**src/rtl/phase_sequencer_pkg.sv**
```systemverilog
// Shared definitions for the phase sequencer and the phase blocks it drives.
package phase_sequencer_pkg;

  // Width of a phase index; fixes the 16-phase ceiling.
  localparam int PH_IDX_W = 4;

  // Phase index constants of the reaction-timer game.
  localparam logic [PH_IDX_W-1:0] PH_IDLE   = 4'd0;
  localparam logic [PH_IDX_W-1:0] PH_WAIT   = 4'd1;
  localparam logic [PH_IDX_W-1:0] PH_TIMING = 4'd2;
  localparam logic [PH_IDX_W-1:0] PH_SCORE  = 4'd3;
  localparam logic [PH_IDX_W-1:0] PH_HIGH   = 4'd4;

  // Active-low seven-segment pattern with every segment off.
  localparam logic [7:0] BLANK_HEX = 8'hff;

  // Why the sequencer moves (or does not move) on a given clock.
  typedef enum logic [2:0] {
    EV_HOLD,
    EV_ABORT,
    EV_TIMEOUT,
    EV_DONE,
    EV_ILLEGAL
  } ph_event_e;

endpackage

```
**src/rtl/phase_timeout_ctr.sv**
```systemverilog
// Saturating cycle counter that flags when a phase has been active for
// `limit_i` cycles. A limit of zero disables expiry.
module phase_timeout_ctr #(
  parameter int W = 8
) (
  input  logic         clk,
  input  logic         reset,
  input  logic         clear_i,
  input  logic         enable_i,
  input  logic [W-1:0] limit_i,
  output logic         expired_o
);

  logic [W-1:0] count_q;
  logic [W-1:0] count_d;

  // Next count: clear wins, otherwise count up while enabled and stop at the limit.
  always_comb begin
    // NOTE: every combinational output gets a default first so no path leaves it unassigned (no latch).
    count_d = count_q;
    if (clear_i) begin
      count_d = '0;
    end else if (enable_i && (count_q != limit_i)) begin
      count_d = count_q + W'(1);
    end
  end

  // Count register with synchronous reset.
  always_ff @(posedge clk) begin
    // NOTE: sequential state uses non-blocking assignments so every register samples pre-edge values.
    if (reset) begin
      count_q <= '0;
    end else begin
      count_q <= count_d;
    end
  end

  // Expiry is reported during the last permitted active cycle.
  assign expired_o = enable_i && (limit_i != '0) && (count_q == limit_i - W'(1));

endmodule

```
**src/rtl/phase_sequencer.sv**
```systemverilog
// Top-level game-phase sequencer: owns the current phase, drives one-hot
// enables and entry pulses, enforces a per-phase timeout and muxes the
// active phase's LED/HEX buses to the board.
module phase_sequencer
  import phase_sequencer_pkg::*;
#(
  parameter int                       NUM_PHASES     = 5,
  parameter int                       LED_W          = 10,
  parameter int                       HEX_DIGITS     = 4,
  parameter int unsigned              TIMEOUT_CYCLES = 500000000,
  parameter logic [NUM_PHASES-1:0]    HEX_MASK       = 5'b11100
) (
  input  logic                             clk,
  input  logic                             reset,
  input  logic                             abort,
  input  logic [NUM_PHASES-1:0]            ph_done,
  input  logic [NUM_PHASES*PH_IDX_W-1:0]   ph_next,
  input  logic [NUM_PHASES*LED_W-1:0]      ph_ledr,
  input  logic [NUM_PHASES*HEX_DIGITS*8-1:0] ph_hex,
  output logic [NUM_PHASES-1:0]            ph_en,
  output logic [NUM_PHASES-1:0]            ph_entry,
  output logic [PH_IDX_W-1:0]              cur_phase,
  output logic [LED_W-1:0]                 LEDR,
  output logic [HEX_DIGITS*8-1:0]          hex_out,
  output logic                             timeout_flag,
  output logic                             err_flag
);

  // A zero timeout still needs a one-bit counter to keep the netlist legal.
  localparam int CNT_W = (TIMEOUT_CYCLES > 0) ? $clog2(TIMEOUT_CYCLES + 1) : 1;
  localparam logic [CNT_W-1:0] TO_LIMIT = CNT_W'(TIMEOUT_CYCLES);
  localparam logic [PH_IDX_W:0] NUM_PHASES_L = (PH_IDX_W + 1)'(NUM_PHASES);

  logic [PH_IDX_W-1:0]   cur_phase_q;
  logic [PH_IDX_W-1:0]   next_phase_d;
  logic [NUM_PHASES-1:0] ph_en_q;
  logic [NUM_PHASES-1:0] ph_en_d;
  logic [NUM_PHASES-1:0] ph_entry_q;
  logic                  timeout_flag_q;
  logic                  err_flag_q;
  logic                  act_done;
  logic [PH_IDX_W-1:0]   act_next;
  logic                  expired;
  logic                  take;
  ph_event_e             event_d;

  // Timeout counter; phase 0 is the resting phase and never times out.
  phase_timeout_ctr #(
    .W (CNT_W)
  ) u_timeout (
    .clk       (clk),
    .reset     (reset),
    .clear_i   (take),
    .enable_i  (cur_phase_q != PH_IDLE),
    .limit_i   (TO_LIMIT),
    .expired_o (expired)
  );

  // Pick out the active phase's done strobe and requested next index.
  always_comb begin
    act_done = 1'b0;
    act_next = '0;
    for (int p = 0; p < NUM_PHASES; p++) begin
      if (cur_phase_q == PH_IDX_W'(p)) begin
        act_done = ph_done[p];
        act_next = ph_next[p*PH_IDX_W +: PH_IDX_W];
      end
    end
  end

  // Transition priority: abort, then timeout, then done; otherwise hold.
  always_comb begin
    event_d      = EV_HOLD;
    next_phase_d = cur_phase_q;
    if (abort) begin
      // Abort while already idle is a no-op, so it produces no entry pulse.
      if (cur_phase_q != PH_IDLE) begin
        event_d      = EV_ABORT;
        next_phase_d = PH_IDLE;
      end
    end else if (expired) begin
      event_d      = EV_TIMEOUT;
      next_phase_d = PH_IDLE;
    end else if (act_done) begin
      if ({1'b0, act_next} >= NUM_PHASES_L) begin
        event_d      = EV_ILLEGAL;
        next_phase_d = PH_IDLE;
      end else begin
        // next == current is a deliberate re-entry and still counts as a move.
        event_d      = EV_DONE;
        next_phase_d = act_next;
      end
    end
  end

  assign take = (event_d != EV_HOLD);

  // One-hot decode of the phase being moved into.
  always_comb begin
    ph_en_d = '0;
    for (int p = 0; p < NUM_PHASES; p++) begin
      ph_en_d[p] = (next_phase_d == PH_IDX_W'(p));
    end
  end

  // Phase register, enables, entry pulse and the two sticky flags.
  always_ff @(posedge clk) begin
    // NOTE: reset is synchronous here, so it is only tested inside the clocked branch.
    if (reset) begin
      cur_phase_q    <= PH_IDLE;
      ph_en_q        <= NUM_PHASES'(1);
      ph_entry_q     <= NUM_PHASES'(1);
      timeout_flag_q <= 1'b0;
      err_flag_q     <= 1'b0;
    end else begin
      cur_phase_q <= next_phase_d;
      ph_en_q     <= ph_en_d;
      ph_entry_q  <= take ? ph_en_d : '0;
      if (event_d == EV_TIMEOUT) begin
        timeout_flag_q <= 1'b1;
      end else if (take && (next_phase_d == PH_WAIT)) begin
        timeout_flag_q <= 1'b0;
      end
      if (event_d == EV_ILLEGAL) begin
        err_flag_q <= 1'b1;
      end
    end
  end

  // Board outputs follow the current phase; masked-off phases show blank digits.
  always_comb begin
    LEDR    = '0;
    hex_out = {HEX_DIGITS{BLANK_HEX}};
    for (int p = 0; p < NUM_PHASES; p++) begin
      if (cur_phase_q == PH_IDX_W'(p)) begin
        LEDR = ph_ledr[p*LED_W +: LED_W];
        if (HEX_MASK[p]) begin
          hex_out = ph_hex[p*HEX_DIGITS*8 +: HEX_DIGITS*8];
        end
      end
    end
  end

  assign cur_phase    = cur_phase_q;
  assign ph_en        = ph_en_q;
  assign ph_entry     = ph_entry_q;
  assign timeout_flag = timeout_flag_q;
  assign err_flag     = err_flag_q;

endmodule

```
**config.mk**
```make
export PLATFORM = sky130hd
export DESIGN_NAME = phase_sequencer
export DESIGN_NICKNAME = d
export VERILOG_FILES = /design/src/rtl/phase_sequencer_pkg.sv /design/src/rtl/phase_timeout_ctr.sv /design/src/rtl/phase_sequencer.sv
export SDC_FILE = /design/constraint.sdc
export NUM_CORES = 1
export LEC_CHECK = 0
export CAP_MARGIN = 15
export CORE_AREA = 2 2 114 116
export DETAILED_ROUTE_END_ITERATION = 8
export DIE_AREA = 0 0 116 118
export PLACE_DENSITY_LB_ADDON = 0.15
export SETUP_SLACK_MARGIN = 0.05
export SLEW_MARGIN = 10
export SYNTH_ARGS = -nofsm -noshare
export SYNTH_HDL_FRONTEND = slang
export SYNTH_SLANG_ARGS = --single-unit
export TNS_END_PERCENT = 30
```
**constraint.sdc**
```tcl
create_clock -name clk -period 4.2 [get_ports clk]
set_input_delay 0.84 -clock clk [delete_from_list [all_inputs] [get_ports clk]]
set_output_delay 0.84 -clock clk [all_outputs]
set_load 0.01 [all_outputs]
```
==> results.cfg <==
[clocking]
clock_path_buffers = 2
cts_root_buf = clkbuf_16
cts_hold_buf = 0
clk_latency_ns = 0.29
clk_pin_slew_ns = 0.06
post_cts_buffers = 0
cts_tree = done
numCtsBuffers = 5
cts_resized = 0
cts_max_level = 2
cts_sinks = 45

[routing]
drt_iter0_drc = 158
drc = 0
routedWlPerCell_um = 16.5
postRouteAntennaNets = 0
wirelength_um = 13000
num_vias = 3786
viasPerCell = 4.81
drt_first_pass_iters = 4

[critical_path]
crit_required_ns = 3.36
ff2ff_path_depth = 8
rr_endpoint = u_timeout.count_q[22]$_SDFFE_PP0P_
worstReg2RegStart = cur_phase[0]$_SDFF_PP0_
max_stage_delay_ns = 0.99
cp_max_fo = 64
critPathArrivalTime_ns = 2.73
critical-path-slowest-cell = dfxtp_4
reg2reg_slack_ns = 1.17
crit_chain = or4b_1 -> buf_4 -> nor2_1 -> a21oi_1 -> clkdlybuf4s50_1
crit_path_start_kind = flip-flop
end_kind = output port
path_class = flip-flop to output port

[floorplanning]
die-height_um = 118
num_rows = 41
dieArea_sq_mm = 0.0137
initial_core_util_pct = 26.3
fp.dieW_um = 116
io_pins = 296
core_area_sq_mm = 0.0124

[final_layout]
n_fill_cell = 1247
drive_gt1_share_pct = 6.18
final_common_cell = clkdlybuf4s50_1
mostFrequentLayoutCells = clkdlybuf4s50_1 (231), nor2_1 (79), dfxtp_1 (44), a21oi_1 (39), mux2i_1 (33)
nets = 854
syn_to_final_growth_pct = 79.5
final_cells = 787
diodes = 0

[power]
powerDensity_mw_per_mm2 = 195
ir_worst_vdd_uv = 133
p_leak_nw = 2.02

[synthesis]
synth_top_flop_cell = dfxtp_1
synth_cell_types = 54
synth_xor_area_share_pct = 7.23
synth_area_per_cell_sq_um = 8.24
synth_area_leaders = dfxtp_1 (28%), mux2i_1 (10%), nor2_1 (9.1%)
synth-adder-area-share_pct = 0.765
seq_area_frac_synth_pct = 27.5
syn_nets = 637
synth-compound-area-share_pct = 15.1
synth_edf_count = 0
synth_top_area_share_pct = 27.5
synth_top_family_by_area = simple AND/OR/NAND/NOR gates
async_reset_ff_share_pct = 0
yosysWarnings = 0
synthesis.area_sq_mm = 0.00327
synthMuxAreaShare_pct = 19.1
synthSimpleGateAreaFrac_pct = 25.2
netlist_instances = 397
netlist.top_cell.by_area = dfxtp_1
synth-seq-cells = 45

[min_path]
holdPathStages = 2
hold_start = err_flag$_SDFFE_PP0N_
holdPathEnd = err_flag$_SDFFE_PP0N_
hp-class = flip-flop to flip-flop

[sta]
skew_ns = 0.00612
post-route-period-util_pct = 84.9
fmax_ghz = 0.280
drv_slew = 0
rsz0062_at_grt = false
fin_setup_tns_ns = 0
tightest_slew_ns = 0.991
period_needed_ns = 3.57
setup_viol = 0
hold_viol = 0
slew_headroom_pct = 33.9

[place]
place_hpwl_um = 10600
dp.cells = 779
place.port_buffers = 231
globalplace.congestion = 0.829

[global_routing]
antenna_found_initial = 0
grt_overflow = 0
grt_pass1_wl_um = 19700
grt_pass1_vias = 3839
grt_max_degree = 65
grt_usage_pct = 18.2

[status]
status = finished, final reports clean

[run]
drv_cap = 0
-- area by class of cell --
class                   instances  area (sq um)  share of cell area (%)
clock buffers                   7           154                    2.62
clock inverters                 1          8.76                   0.149
inverters                       8          30.0                   0.511
multi-input cells             317          2200                    37.5
flip-flops and latches         45           905                    15.4
well taps                     172           215                    3.67
repair buffers                237          2360                    40.1
-- worst max-delay path, delay by kind of cell (launching register included) --
kind	cells	cell delay, ns
compound gates	1	0.15
buf+inv	2	0.98
flops	1	0.99
simple gates	2	0.30
-- cell families (layout without fill, tap and decap cells) --
kind of cell / Yosys count / after routing
AND/OR/NAND/NOR: 164 / 164
adder cells (fa/ha/maj): 2 / 2
AO/OA/AOI/OAI: 78 / 78
multiplexers: 46 / 46
buffers and inverters: 35 / 253
XOR/XNOR: 27 / 27
flip-flops: 45 / 45
-- metal layers --
layer,vias to the layer above,share of wire [%],track usage (%)
met5,-,0,0
met3,11,12,6.69
met2,160,48,31.3
li1,1855,-,-
met1,1760,39,22.0
met4,0,0.71,2.68
-- synth_stat cells, types with 5 or more instances --
master    count
buf_2        11
xnor2_1       9
o21ai_0      10
xor2_1       18
inv_1         8
mux2i_1      33
dfxtp_1      45
mux4_2       13
nor3_1        5
nand2_1      16
clkbuf_1     12
nor2_1       79
nand3_1      22
a22o_1       12
and3_1        5
a21oi_1      39
a31oi_1       5
-- stage by stage --
step | worst slack (ns) | area, sq um | util (%) | power (W) | hold WS, ns
after floorplan | 1.39 | 3270 | - | 0.000526 | 0.463
after global placement | 0.862 | 5710 | 46.0 | 0.000731 | 0.454
after detailed placement | 0.871 | 5710 | 46.0 | 0.000733 | 0.457
after CTS | 0.547 | 5870 | 47.3 | 0.00116 | 0.467
after global routing | 0.456 | 5870 | 47.3 | 0.00119 | 0.511
final | 0.632 | 5870 | 47.3 | 0.00115 | 0.455
-- worst max path at each step --
stage,startpoint,to,slack [ns],cells after the start
after floorplan,cur_phase[0]$_SDFF_PP0_,hex_out[10],1.39,7
after global placement,ph_ledr[4],LEDR[4],0.86,4
after detailed placement,cur_phase[0]$_SDFF_PP0_,hex_out[31],0.87,5
after CTS,cur_phase[0]$_SDFF_PP0_,hex_out[31],0.55,5
after global routing,cur_phase[0]$_SDFF_PP0_,hex_out[31],0.46,5
final,cur_phase[0]$_SDFF_PP0_,hex_out[31],0.63,5
-- state kept, by name, indices dropped and copies added (netlist names) --
| register | count |
|---|---|
| ph_en | 5 |
| u_timeout.count_q | 29 |
| cur_phase | 4 |
| ph_entry | 5 |
| timeout_flag | 1 |
| err_flag | 1 |
-- report_power, final --
| group | internal (W) | total [W] | switching (W) |
|---|---|---|---|
| Combinational | 0.000204 | 0.000288 | 0.0000845 |
| Clock | 0.000258 | 0.000422 | 0.000164 |
| Sequential | 0.000429 | 0.000436 | 0.00000617 |
(Power assumes the default switching activity.)
